--- src/rtl/vga_sync_generator_pkg.sv ---
// Shared definitions for the VGA path.
// - Default 640x480 @ 60 Hz timing constants (25 MHz pixel clock).
// - Colour codes shared with the colour stage.
// - Bundle type for the delayed sync signals and its inactive (reset) value.
package vga_sync_generator_pkg;

  // Horizontal timing, in pixel clocks.
  localparam int unsigned DefHVisible = 640;
  localparam int unsigned DefHFront   = 16;
  localparam int unsigned DefHSync    = 96;
  localparam int unsigned DefHBack    = 48;

  // Vertical timing, in lines.
  localparam int unsigned DefVVisible = 480;
  localparam int unsigned DefVFront   = 10;
  localparam int unsigned DefVSync    = 2;
  localparam int unsigned DefVBack    = 33;

  localparam int unsigned DefCoordBit = 10;

  // 3-bit RGB colour codes used by the colour stage.
  localparam logic [2:0] BLACK = 3'b000;
  localparam logic [2:0] GREEN = 3'b010;
  localparam logic [2:0] RED   = 3'b100;
  localparam logic [2:0] WHITE = 3'b111;

  // Signals that travel through the sync delay line together.
  typedef struct packed {
    logic hsync;
    logic vsync;
    logic blank_n;
  } sync_bits_t;

  // Syncs are active-low, so idle is high; blanking is active while blank_n is low.
  localparam sync_bits_t SyncIdle = '{hsync: 1'b1, vsync: 1'b1, blank_n: 1'b0};

  // Total period from the four timing segments.
  function automatic int unsigned timing_total(input int unsigned visible,
                                               input int unsigned front,
                                               input int unsigned sync,
                                               input int unsigned back);
    return visible + front + sync + back;
  endfunction

endpackage

--- src/rtl/vga_sync_generator_if.sv ---
// Output bundle of the VGA sync generator.
// master: driven by vga_sync_generator. slave: colour stage / address logic.
//   display_area  high while the current pixel is visible
//   x_pixel       column of the current pixel (0 outside the visible area)
//   y_pixel       line of the current pixel (0 outside the visible area)
//   hsync/vsync   active-low syncs, delayed to match the registered RGB
//   blank_n       display_area, delayed like the syncs
//   frame_start   one-clock pulse on the first visible pixel of a frame
//   line_end      one-clock pulse on the last visible pixel of a visible line
interface vga_sync_generator_if #(
  parameter int unsigned COORD_BIT = 10
) ();

  logic                 display_area;
  logic [COORD_BIT-1:0] x_pixel;
  logic [COORD_BIT-1:0] y_pixel;
  logic                 hsync;
  logic                 vsync;
  logic                 blank_n;
  logic                 frame_start;
  logic                 line_end;

  modport master (
    output display_area,
    output x_pixel,
    output y_pixel,
    output hsync,
    output vsync,
    output blank_n,
    output frame_start,
    output line_end
  );

  modport slave (
    input display_area,
    input x_pixel,
    input y_pixel,
    input hsync,
    input vsync,
    input blank_n,
    input frame_start,
    input line_end
  );

endinterface

--- src/rtl/vga_sync_generator_sync_delay_line.sv ---
// Depth-stage register chain with asynchronous active-low reset.
// Every stage resets to ResetVal so the output is inactive immediately on reset.
//   clk_i   clock
//   rst_ni  asynchronous active-low reset
//   d_i     input bundle
//   q_o     d_i delayed by Depth clocks (Depth >= 1)
module vga_sync_generator_sync_delay_line #(
  parameter int unsigned       Width    = 3,
  parameter int unsigned       Depth    = 1,
  parameter logic [Width-1:0]  ResetVal = '0
) (
  input  logic             clk_i,
  input  logic             rst_ni,
  input  logic [Width-1:0] d_i,
  output logic [Width-1:0] q_o
);

  logic [Width-1:0] stage_d [Depth];
  logic [Width-1:0] stage_q [Depth];

  always_comb begin
    stage_d[0] = d_i;
    for (int unsigned i = 1; i < Depth; i++) begin
      stage_d[i] = stage_q[i-1];
    end
  end

  always_ff @(posedge clk_i or negedge rst_ni) begin
    if (!rst_ni) begin
      for (int unsigned i = 0; i < Depth; i++) begin
        stage_q[i] <= ResetVal;
      end
    end else begin
      for (int unsigned i = 0; i < Depth; i++) begin
        stage_q[i] <= stage_d[i];
      end
    end
  end

  assign q_o = stage_q[Depth-1];

endmodule

--- src/rtl/vga_sync_generator.sv ---
// VGA timing source: horizontal/vertical counters, registered display qualifier,
// pixel coordinates and frame/line pulses, plus active-low syncs and blank_n
// delayed by SYNC_DELAY clocks to line up with the colour stage's registered RGB.
//   clock_25  pixel clock
//   reset     asynchronous active-low reset
//   vga       output bundle (master modport)
// SYNC_DELAY must be 0..3; COORD_BIT must be at least clog2(H_VISIBLE).
module vga_sync_generator
  import vga_sync_generator_pkg::*;
#(
  parameter int unsigned H_VISIBLE  = DefHVisible,
  parameter int unsigned H_FRONT    = DefHFront,
  parameter int unsigned H_SYNC     = DefHSync,
  parameter int unsigned H_BACK     = DefHBack,
  parameter int unsigned V_VISIBLE  = DefVVisible,
  parameter int unsigned V_FRONT    = DefVFront,
  parameter int unsigned V_SYNC     = DefVSync,
  parameter int unsigned V_BACK     = DefVBack,
  parameter int unsigned COORD_BIT  = DefCoordBit,
  parameter int unsigned SYNC_DELAY = 1
) (
  input  logic                 clock_25,
  input  logic                 reset,
  vga_sync_generator_if.master vga
);

  localparam int unsigned HTotal = timing_total(H_VISIBLE, H_FRONT, H_SYNC, H_BACK);
  localparam int unsigned VTotal = timing_total(V_VISIBLE, V_FRONT, V_SYNC, V_BACK);
  localparam int unsigned HW     = $clog2(HTotal);
  localparam int unsigned VW     = $clog2(VTotal);

  localparam int unsigned HSyncStart = H_VISIBLE + H_FRONT;
  localparam int unsigned HSyncEnd   = HSyncStart + H_SYNC;
  localparam int unsigned VSyncStart = V_VISIBLE + V_FRONT;
  localparam int unsigned VSyncEnd   = VSyncStart + V_SYNC;

  typedef logic [HW-1:0]        hcnt_t;
  typedef logic [VW-1:0]        vcnt_t;
  typedef logic [COORD_BIT-1:0] coord_t;

  localparam hcnt_t HLast = hcnt_t'(HTotal - 1);
  localparam vcnt_t VLast = vcnt_t'(VTotal - 1);
  localparam hcnt_t HOne  = hcnt_t'(1);
  localparam vcnt_t VOne  = vcnt_t'(1);

  hcnt_t  h_count_d, h_count_q;
  vcnt_t  v_count_d, v_count_q;

  logic   display_area_d, display_area_q;
  coord_t x_pixel_d, x_pixel_q;
  coord_t y_pixel_d, y_pixel_q;
  logic   frame_start_d, frame_start_q;
  logic   line_end_d, line_end_q;
  logic   hsync_d, hsync_q;
  logic   vsync_d, vsync_q;

  logic       vis;
  logic       h_wrap;
  sync_bits_t sync_s1;
  sync_bits_t sync_dly;

  // Counters and raw decode.
  always_comb begin
    h_wrap    = (h_count_q == HLast);
    h_count_d = h_wrap ? '0 : h_count_q + HOne;
    v_count_d = v_count_q;
    if (h_wrap) begin
      v_count_d = (v_count_q == VLast) ? '0 : v_count_q + VOne;
    end

    vis = (32'(h_count_q) < H_VISIBLE) && (32'(v_count_q) < V_VISIBLE);

    // Stage 1 next-state; comparisons done at 32 bits so a sync end equal to the
    // total period never overflows the counter width.
    display_area_d = vis;
    x_pixel_d      = vis ? coord_t'(h_count_q) : '0;
    y_pixel_d      = vis ? coord_t'(v_count_q) : '0;
    frame_start_d  = (h_count_q == '0) && (v_count_q == '0);
    line_end_d     = vis && (32'(h_count_q) == H_VISIBLE - 1);
    hsync_d        = !((32'(h_count_q) >= HSyncStart) && (32'(h_count_q) < HSyncEnd));
    vsync_d        = !((32'(v_count_q) >= VSyncStart) && (32'(v_count_q) < VSyncEnd));
  end

  always_ff @(posedge clock_25 or negedge reset) begin
    if (!reset) begin
      h_count_q      <= '0;
      v_count_q      <= '0;
      display_area_q <= 1'b0;
      x_pixel_q      <= '0;
      y_pixel_q      <= '0;
      frame_start_q  <= 1'b0;
      line_end_q     <= 1'b0;
      hsync_q        <= 1'b1;
      vsync_q        <= 1'b1;
    end else begin
      h_count_q      <= h_count_d;
      v_count_q      <= v_count_d;
      display_area_q <= display_area_d;
      x_pixel_q      <= x_pixel_d;
      y_pixel_q      <= y_pixel_d;
      frame_start_q  <= frame_start_d;
      line_end_q     <= line_end_d;
      hsync_q        <= hsync_d;
      vsync_q        <= vsync_d;
    end
  end

  // blank_n at stage 1 is simply the registered display_area.
  always_comb begin
    sync_s1         = SyncIdle;
    sync_s1.hsync   = hsync_q;
    sync_s1.vsync   = vsync_q;
    sync_s1.blank_n = display_area_q;
  end

  if (SYNC_DELAY == 0) begin : g_no_delay
    assign sync_dly = sync_s1;
  end else begin : g_delay
    vga_sync_generator_sync_delay_line #(
      .Width    ($bits(sync_bits_t)),
      .Depth    (SYNC_DELAY),
      .ResetVal (SyncIdle)
    ) u_sync_delay_line (
      .clk_i  (clock_25),
      .rst_ni (reset),
      .d_i    (sync_s1),
      .q_o    (sync_dly)
    );
  end

  assign vga.display_area = display_area_q;
  assign vga.x_pixel      = x_pixel_q;
  assign vga.y_pixel      = y_pixel_q;
  assign vga.frame_start  = frame_start_q;
  assign vga.line_end     = line_end_q;
  assign vga.hsync        = sync_dly.hsync;
  assign vga.vsync        = sync_dly.vsync;
  assign vga.blank_n      = sync_dly.blank_n;

endmodule

--- src/flat_wrapper.sv ---
// flat-port wrapper written by rule: the top's interface ports become plain ports
module vga_sync_generator_flat import vga_sync_generator_pkg::*;
#(
  parameter int unsigned H_VISIBLE  = DefHVisible,
  parameter int unsigned H_FRONT    = DefHFront,
  parameter int unsigned H_SYNC     = DefHSync,
  parameter int unsigned H_BACK     = DefHBack,
  parameter int unsigned V_VISIBLE  = DefVVisible,
  parameter int unsigned V_FRONT    = DefVFront,
  parameter int unsigned V_SYNC     = DefVSync,
  parameter int unsigned V_BACK     = DefVBack,
  parameter int unsigned COORD_BIT  = DefCoordBit,
  parameter int unsigned SYNC_DELAY = 1
)
  (clock_25, reset, vga_display_area, vga_x_pixel, vga_y_pixel, vga_hsync, vga_vsync, vga_blank_n, vga_frame_start, vga_line_end);
  vga_sync_generator_if #(.COORD_BIT(COORD_BIT)) vga_i ();
  input  logic clock_25;
  input  logic reset;
  output wire logic [$bits(vga_i.display_area)-1:0] vga_display_area;
  output wire logic [$bits(vga_i.x_pixel)-1:0] vga_x_pixel;
  output wire logic [$bits(vga_i.y_pixel)-1:0] vga_y_pixel;
  output wire logic [$bits(vga_i.hsync)-1:0] vga_hsync;
  output wire logic [$bits(vga_i.vsync)-1:0] vga_vsync;
  output wire logic [$bits(vga_i.blank_n)-1:0] vga_blank_n;
  output wire logic [$bits(vga_i.frame_start)-1:0] vga_frame_start;
  output wire logic [$bits(vga_i.line_end)-1:0] vga_line_end;
  assign vga_display_area = vga_i.display_area;
  assign vga_x_pixel = vga_i.x_pixel;
  assign vga_y_pixel = vga_i.y_pixel;
  assign vga_hsync = vga_i.hsync;
  assign vga_vsync = vga_i.vsync;
  assign vga_blank_n = vga_i.blank_n;
  assign vga_frame_start = vga_i.frame_start;
  assign vga_line_end = vga_i.line_end;
  vga_sync_generator #(.H_VISIBLE(H_VISIBLE), .H_FRONT(H_FRONT), .H_SYNC(H_SYNC), .H_BACK(H_BACK), .V_VISIBLE(V_VISIBLE), .V_FRONT(V_FRONT), .V_SYNC(V_SYNC), .V_BACK(V_BACK), .COORD_BIT(COORD_BIT), .SYNC_DELAY(SYNC_DELAY)) u_core (.clock_25(clock_25), .reset(reset), .vga(vga_i));
endmodule
--- config.mk ---
export PLATFORM = sky130hd
export DESIGN_NAME = vga_sync_generator_flat
export DESIGN_NICKNAME = d
export VERILOG_FILES = /design/src/rtl/vga_sync_generator_pkg.sv /design/src/rtl/vga_sync_generator_if.sv /design/src/rtl/vga_sync_generator_sync_delay_line.sv /design/src/rtl/vga_sync_generator.sv /design/src/flat_wrapper.sv
export SDC_FILE = /design/constraint.sdc
export NUM_CORES = 1
export LEC_CHECK = 0
export ABC_CLOCK_PERIOD_IN_PS = 1800
export CORE_MARGIN = 4
export CORE_UTILIZATION = 48
export DETAILED_ROUTE_END_ITERATION = 6
export PLACE_DENSITY_LB_ADDON = 0.3
export SYNTH_ARGS = -nofsm -noshare
export SYNTH_HDL_FRONTEND = slang
export SYNTH_SLANG_ARGS = --single-unit
--- constraint.sdc ---
create_clock -name clock_25 -period 1.8 [get_ports clock_25]
set_input_delay 0.18 -clock clock_25 [delete_from_list [all_inputs] [get_ports clock_25]]
set_output_delay 0.18 -clock clock_25 [all_outputs]
set_load 0.05 [all_outputs]
# ---- Word-level counts from Yosys, hierarchy flattened
# Cells that the tools add are included.
dict set report totals {
  latch_bits 0
  output_inout_bits 26
  regBits 48
  n_memories 0
  mem_bits_ro 0
  mem_bits_rw 0
  elab_cells 34
  inputBits 2
}
dict set report op_classes {
  n_div 0
  n_eq_ne 3
  n_mul 0
  order_cmp 6
  shift 0
  bitwise_logic 0
  addsub 2
  mux 4
  reduce_logical 9
}
# cell n
set op_table {}
lappend op_table {{$mux W10} 4}
lappend op_table {{$eq A10 B10 Y1 const B} 3}
lappend op_table {{$add A10 B1 Y10 const B} 2}
lappend op_table {{$logic_not A10 Y1} 2}
lappend op_table {{$lt A10 B10 Y1 const B} 2}
lappend op_table {{$lt A10 B9 Y1 const B} 2}
lappend op_table {{$ge A10 B10 Y1 const B} 1}
lappend op_table {{$ge A10 B9 Y1 const B} 1}
lappend op_table {{$logic_and A1 B1 Y1} 5}
lappend op_table {{$logic_not A1 Y1} 2}

# ---- Longest topological paths before layout
dict set report logic_depth {
  word_depth 3
  depth_mapped 6
}

# ---- Hierarchy
# A second synthesis with hierarchy kept.
dict set report unflattened {
  cells_unflattened 162
  hier_area_um2 1966.9
}
# mod area_per_inst_um2 cells_each instances
set by_module_without_submodules {}
lappend by_module_without_submodules {vga_sync_generator 1889.3 159 1}
lappend by_module_without_submodules {vga_sync_generator_sync_delay_line 77.6 3 1}

# ---- Worst setup path before layout
# Ideal clock, no wire load.
dict set report synth_path {
  kind {reg-to-reg}
  start {register u_core.h_count_q[0]}
  end {register u_core.v_count_q[9]}
  n_path_buf 0
  setup_slack_ns 0.124
  path_stages_with_launch 6
  t_required_ns 1.723
  period_less_slack_ns 1.676
  arrival_time_ns 1.598
  path_cell_list {dfrtp_1 ha_1 and4_4 nand3_4 or4_1 a21oi_1}
}
dict set report synth_between {
  elab_chain_cells 1
}
# item line_no
set synth_lines {}
lappend synth_lines {{start: declaration} vga_sync_generator.sv:46} ;# hcnt_t h_count_d, h_count_q;
lappend synth_lines {{start signal: assignment} vga_sync_generator.sv:96} ;# h_count_q <= h_count_d;
lappend synth_lines {{$eq A10 B10 Y1} vga_sync_generator.sv:64} ;# h_wrap = (h_count_q == HLast);
lappend synth_lines {{end signal: assignment} vga_sync_generator.sv:97} ;# v_count_q <= v_count_d;
lappend synth_lines {{end: declaration} vga_sync_generator.sv:47} ;# vcnt_t v_count_d, v_count_q;
# Every way passes these cells.
# A chain may end at the register's enable or synchronous reset.

# ---- Worst setup path after layout
dict set report layout_path {
  start {register u_core.h_count_q[1]}
  end {register u_core.v_count_q[9]}
}
# The elaborated chain is that of the path after synthesis.

==> impl_metrics.ini <==
[layout]
final_cell_count_no_fill = 255
antenna_cells = 0
design_area_um2 = 2460
drive_gt1_share_pct = 16.1
nets = 210
syn_to_final_growth_pct = 24.9

[logic_synthesis]
async_reset_ff_share_pct = 100
synth_area_leaders = dfrtp_1 (56%), and2_1 (6.0%), dfstp_2 (5.3%)
netlist_instances = 166
ys_types = 35
yosysTopAreaCellShare_pct = 56.0
synth_top_area_cell = dfrtp_1
ys_warn_count = 0
syn_area_um2 = 1970
syn-num-nets = 172
syn_area_per_cell_um2 = 11.8
synth_seq_area_share_pct = 61.3
synthTopCellsByCount = dfrtp_1 (44), and2_1 (19), nand2_1 (9), nand3_1 (9), inv_1 (7)
yosysMostFrequentCell = dfrtp_1
synth_flop_cell = dfrtp_1
synth_edf_count = 0
ys_ff_latch = 48

[route]
vias_per_cell = 5.20
wl_per_cell_um = 13.6
drt-initial-drc-count = 86
wl_um = 3460
num_vias = 1325
first_pass_iters = 4
drc_errors = 0
drtAntennaViolNets = 0

[die]
die_y_um = 72.0
dieArea_um2 = 5190
fp.coreArea_um2 = 3970
start_util_pct = 49.5
dieWidth_um = 72.0
rows = 23
ios = 28

[global_route]
grt_pass1_wl_um = 5910
grt_remaining_overflow = 0
grt_pass1_vias = 1300
grt_max_degree = 26
antenna_found_initial = 0
grtUsageTotal_pct = 14.8

[clock_network]
clkSinkCount = 48
cts_made_buffers = 5
clkTransAtPathRegs_ns = 0.09
post_cts_resized = 0
cts_root_buf = clkbuf_8
cts_buffer_depth = 2
cts_tree = done
clock_latency_ns = 0.30
htree_levels = 2

[outcome]
run_status = finished, final reports clean

[hold_path]
hold_path_end = u_core.g_delay.u_sync_delay_line.q_o[2]
holdPathStages = 0
hold_start = u_core.hsync_q
hold_path_class = flop to flop

[worst_setup_path]
cp.required_ns = 2.03
regToRegEndpoint = u_core.v_count_q[9]
arrival_ns = 1.93
critPathLaunchType = flop
critPathCaptureType = flop
regToRegSetupSlack_ns = 0.1
worst-r2r-cell-count = 5
path_class = flop to flop
reg2reg_from = u_core.h_count_q[1]
cp_max_fo = 5

[run]
cap_viol_max_count = 0

[timing]
hold_violations = 0
fin_skew_ns = 0.00301
hold_ws_ns = 0.359
max-slew-margin-rel_pct = 63.3
tns_ns = 0
post-route-min-period_ns = 1.70
maxSlewViolCount = 0
tightestPinTransition_ns = 0.551
rsz0062_at_grt = false
setup_viol_count_final = 0
fmax_mhz = 587
fin_crit_sh_pct = 94.6

[placement]
dp_cells = 245
place_hpwl_um = 2480
dpl_cell_area_um2 = 2320
place_congestion = 0.918
portBuffers = 27

[power]
p_per_area_nw_per_um2 = 766
ir_drop_mv = 0.386
leakagePower_uw = 0.00110
-- per-stage QoR --
stage	util (%)	worst slack [ns]	total power (uW)
detailed placement	58.5	0.0723	1130
global placement	58.5	0.135	1130
finish	61.9	0.0973	1880
global route	61.9	0.0124	1950
floorplan	-	0.124	1100
CTS	61.7	0.0498	1910
-- routing by layer --
metal / global-route usage, % / wire, um / vias up
li1: - / - / 631
met1: 18.6 / 1520 / 654
met2: 24.3 / 1690 / 34
met3: 4.71 / 196 / 6
met4: 4.80 / 47 / 0
met5: 0 / 0 / -
-- timing repair --
action                                  CTS  global route
buffers inserted                          0             1
hold buffers                              1             0
endpoints found under the setup margin    0             3
hold endpoints to repair                 21             0
-- power by group --
| part | switching [uW] | internal (uW) | leakage, uW | total, uW |
|---|---|---|---|---|
| sequential | 0.235 | 1080 | 0.000620 | 1080 |
| combinational | 25.1 | 8.38 | 0.000424 | 33.5 |
| clock | 353 | 418 | 0.0000548 | 771 |
-- cell families (layout without fill, tap and decap cells) --
kind of cell	Yosys count	after routing	share of synthesized area, %
AND/OR/NAND/NOR	76	76	23.6
flip-flops	48	48	61.3
buffers and inverters	14	53	3.63
XOR/XNOR	11	11	4.90
AO/OA/AOI/OAI	10	10	2.80
adder cells (fa/ha/maj)	4	4	2.54
multiplexers	2	2	1.02
other	1	1	0.191
-- critical path: stages (launching register included) --
cell,delay [ns]
dfrtp_1,0.37
ha_1,0.20
and4_4,0.28
nand3_4,0.09
or4_1,0.53
a21oi_1,0.15
-- flip-flops by register name, indices dropped and copies added, names as in the netlist --
register                              flops
u_core.hsync_q                            1
u_core.vga.y_pixel                       10
u_core.vga.frame_start                    1
u_core.v_count_q                         10
u_core.vga.line_end                       1
u_core.h_count_q                         10
u_core.vga.display_area                   1
u_core.vga.x_pixel                       10
u_core.g_delay.u_sync_delay_line.q_o      3
u_core.vsync_q                            1
-- worst max-delay path by stage --
stage / start / to / slack, ns / cells after the start
4_1_cts: u_core.h_count_q[1] / u_core.v_count_q[9] / 0.05 / 5
3_3_place_gp: u_core.h_count_q[1] / u_core.v_count_q[9] / 0.13 / 5
2_1_floorplan: u_core.h_count_q[0] / u_core.v_count_q[9] / 0.12 / 5
6_report: u_core.h_count_q[1] / u_core.v_count_q[9] / 0.1 / 5
5_1_grt: u_core.h_count_q[5] / u_core.v_count_q[9] / 0.01 / 4
3_5_place_dp: u_core.h_count_q[1] / u_core.v_count_q[9] / 0.07 / 5
-- cell usage in the layout (no fill, tap or decap), drive strengths merged, types with 2 or more instances in the layout --
| cell type | count |
|---|---|
| xor2 | 6 |
| nor4 | 4 |
| a21oi | 4 |
| or4 | 2 |
| clkdlybuf4s50 | 24 |
| nor3 | 5 |
| buf | 13 |
| xnor2 | 5 |
| nand2 | 9 |
| nand4 | 6 |
| clkbuf | 5 |
| or3 | 2 |
| ha | 4 |
| nor2 | 6 |
| and3 | 5 |
| o21ai | 4 |
| mux2i | 2 |
| nand3 | 10 |
| and2 | 21 |
| inv | 8 |
| dfstp | 4 |
| nor4b | 2 |
| dfrtp | 44 |
-- cell type report --
class | count | area (um^2)
multi-input cells | 104 | 689
clock buffers | 5 | 68.8
repair buffers | 38 | 358
clock inverters | 3 | 46.3
inverters | 7 | 26.3
fillers | 321 | 1510
well taps | 50 | 62.6
flip-flops and latches | 48 | 1210
Note: power is estimated with default switching activity, not from simulation.
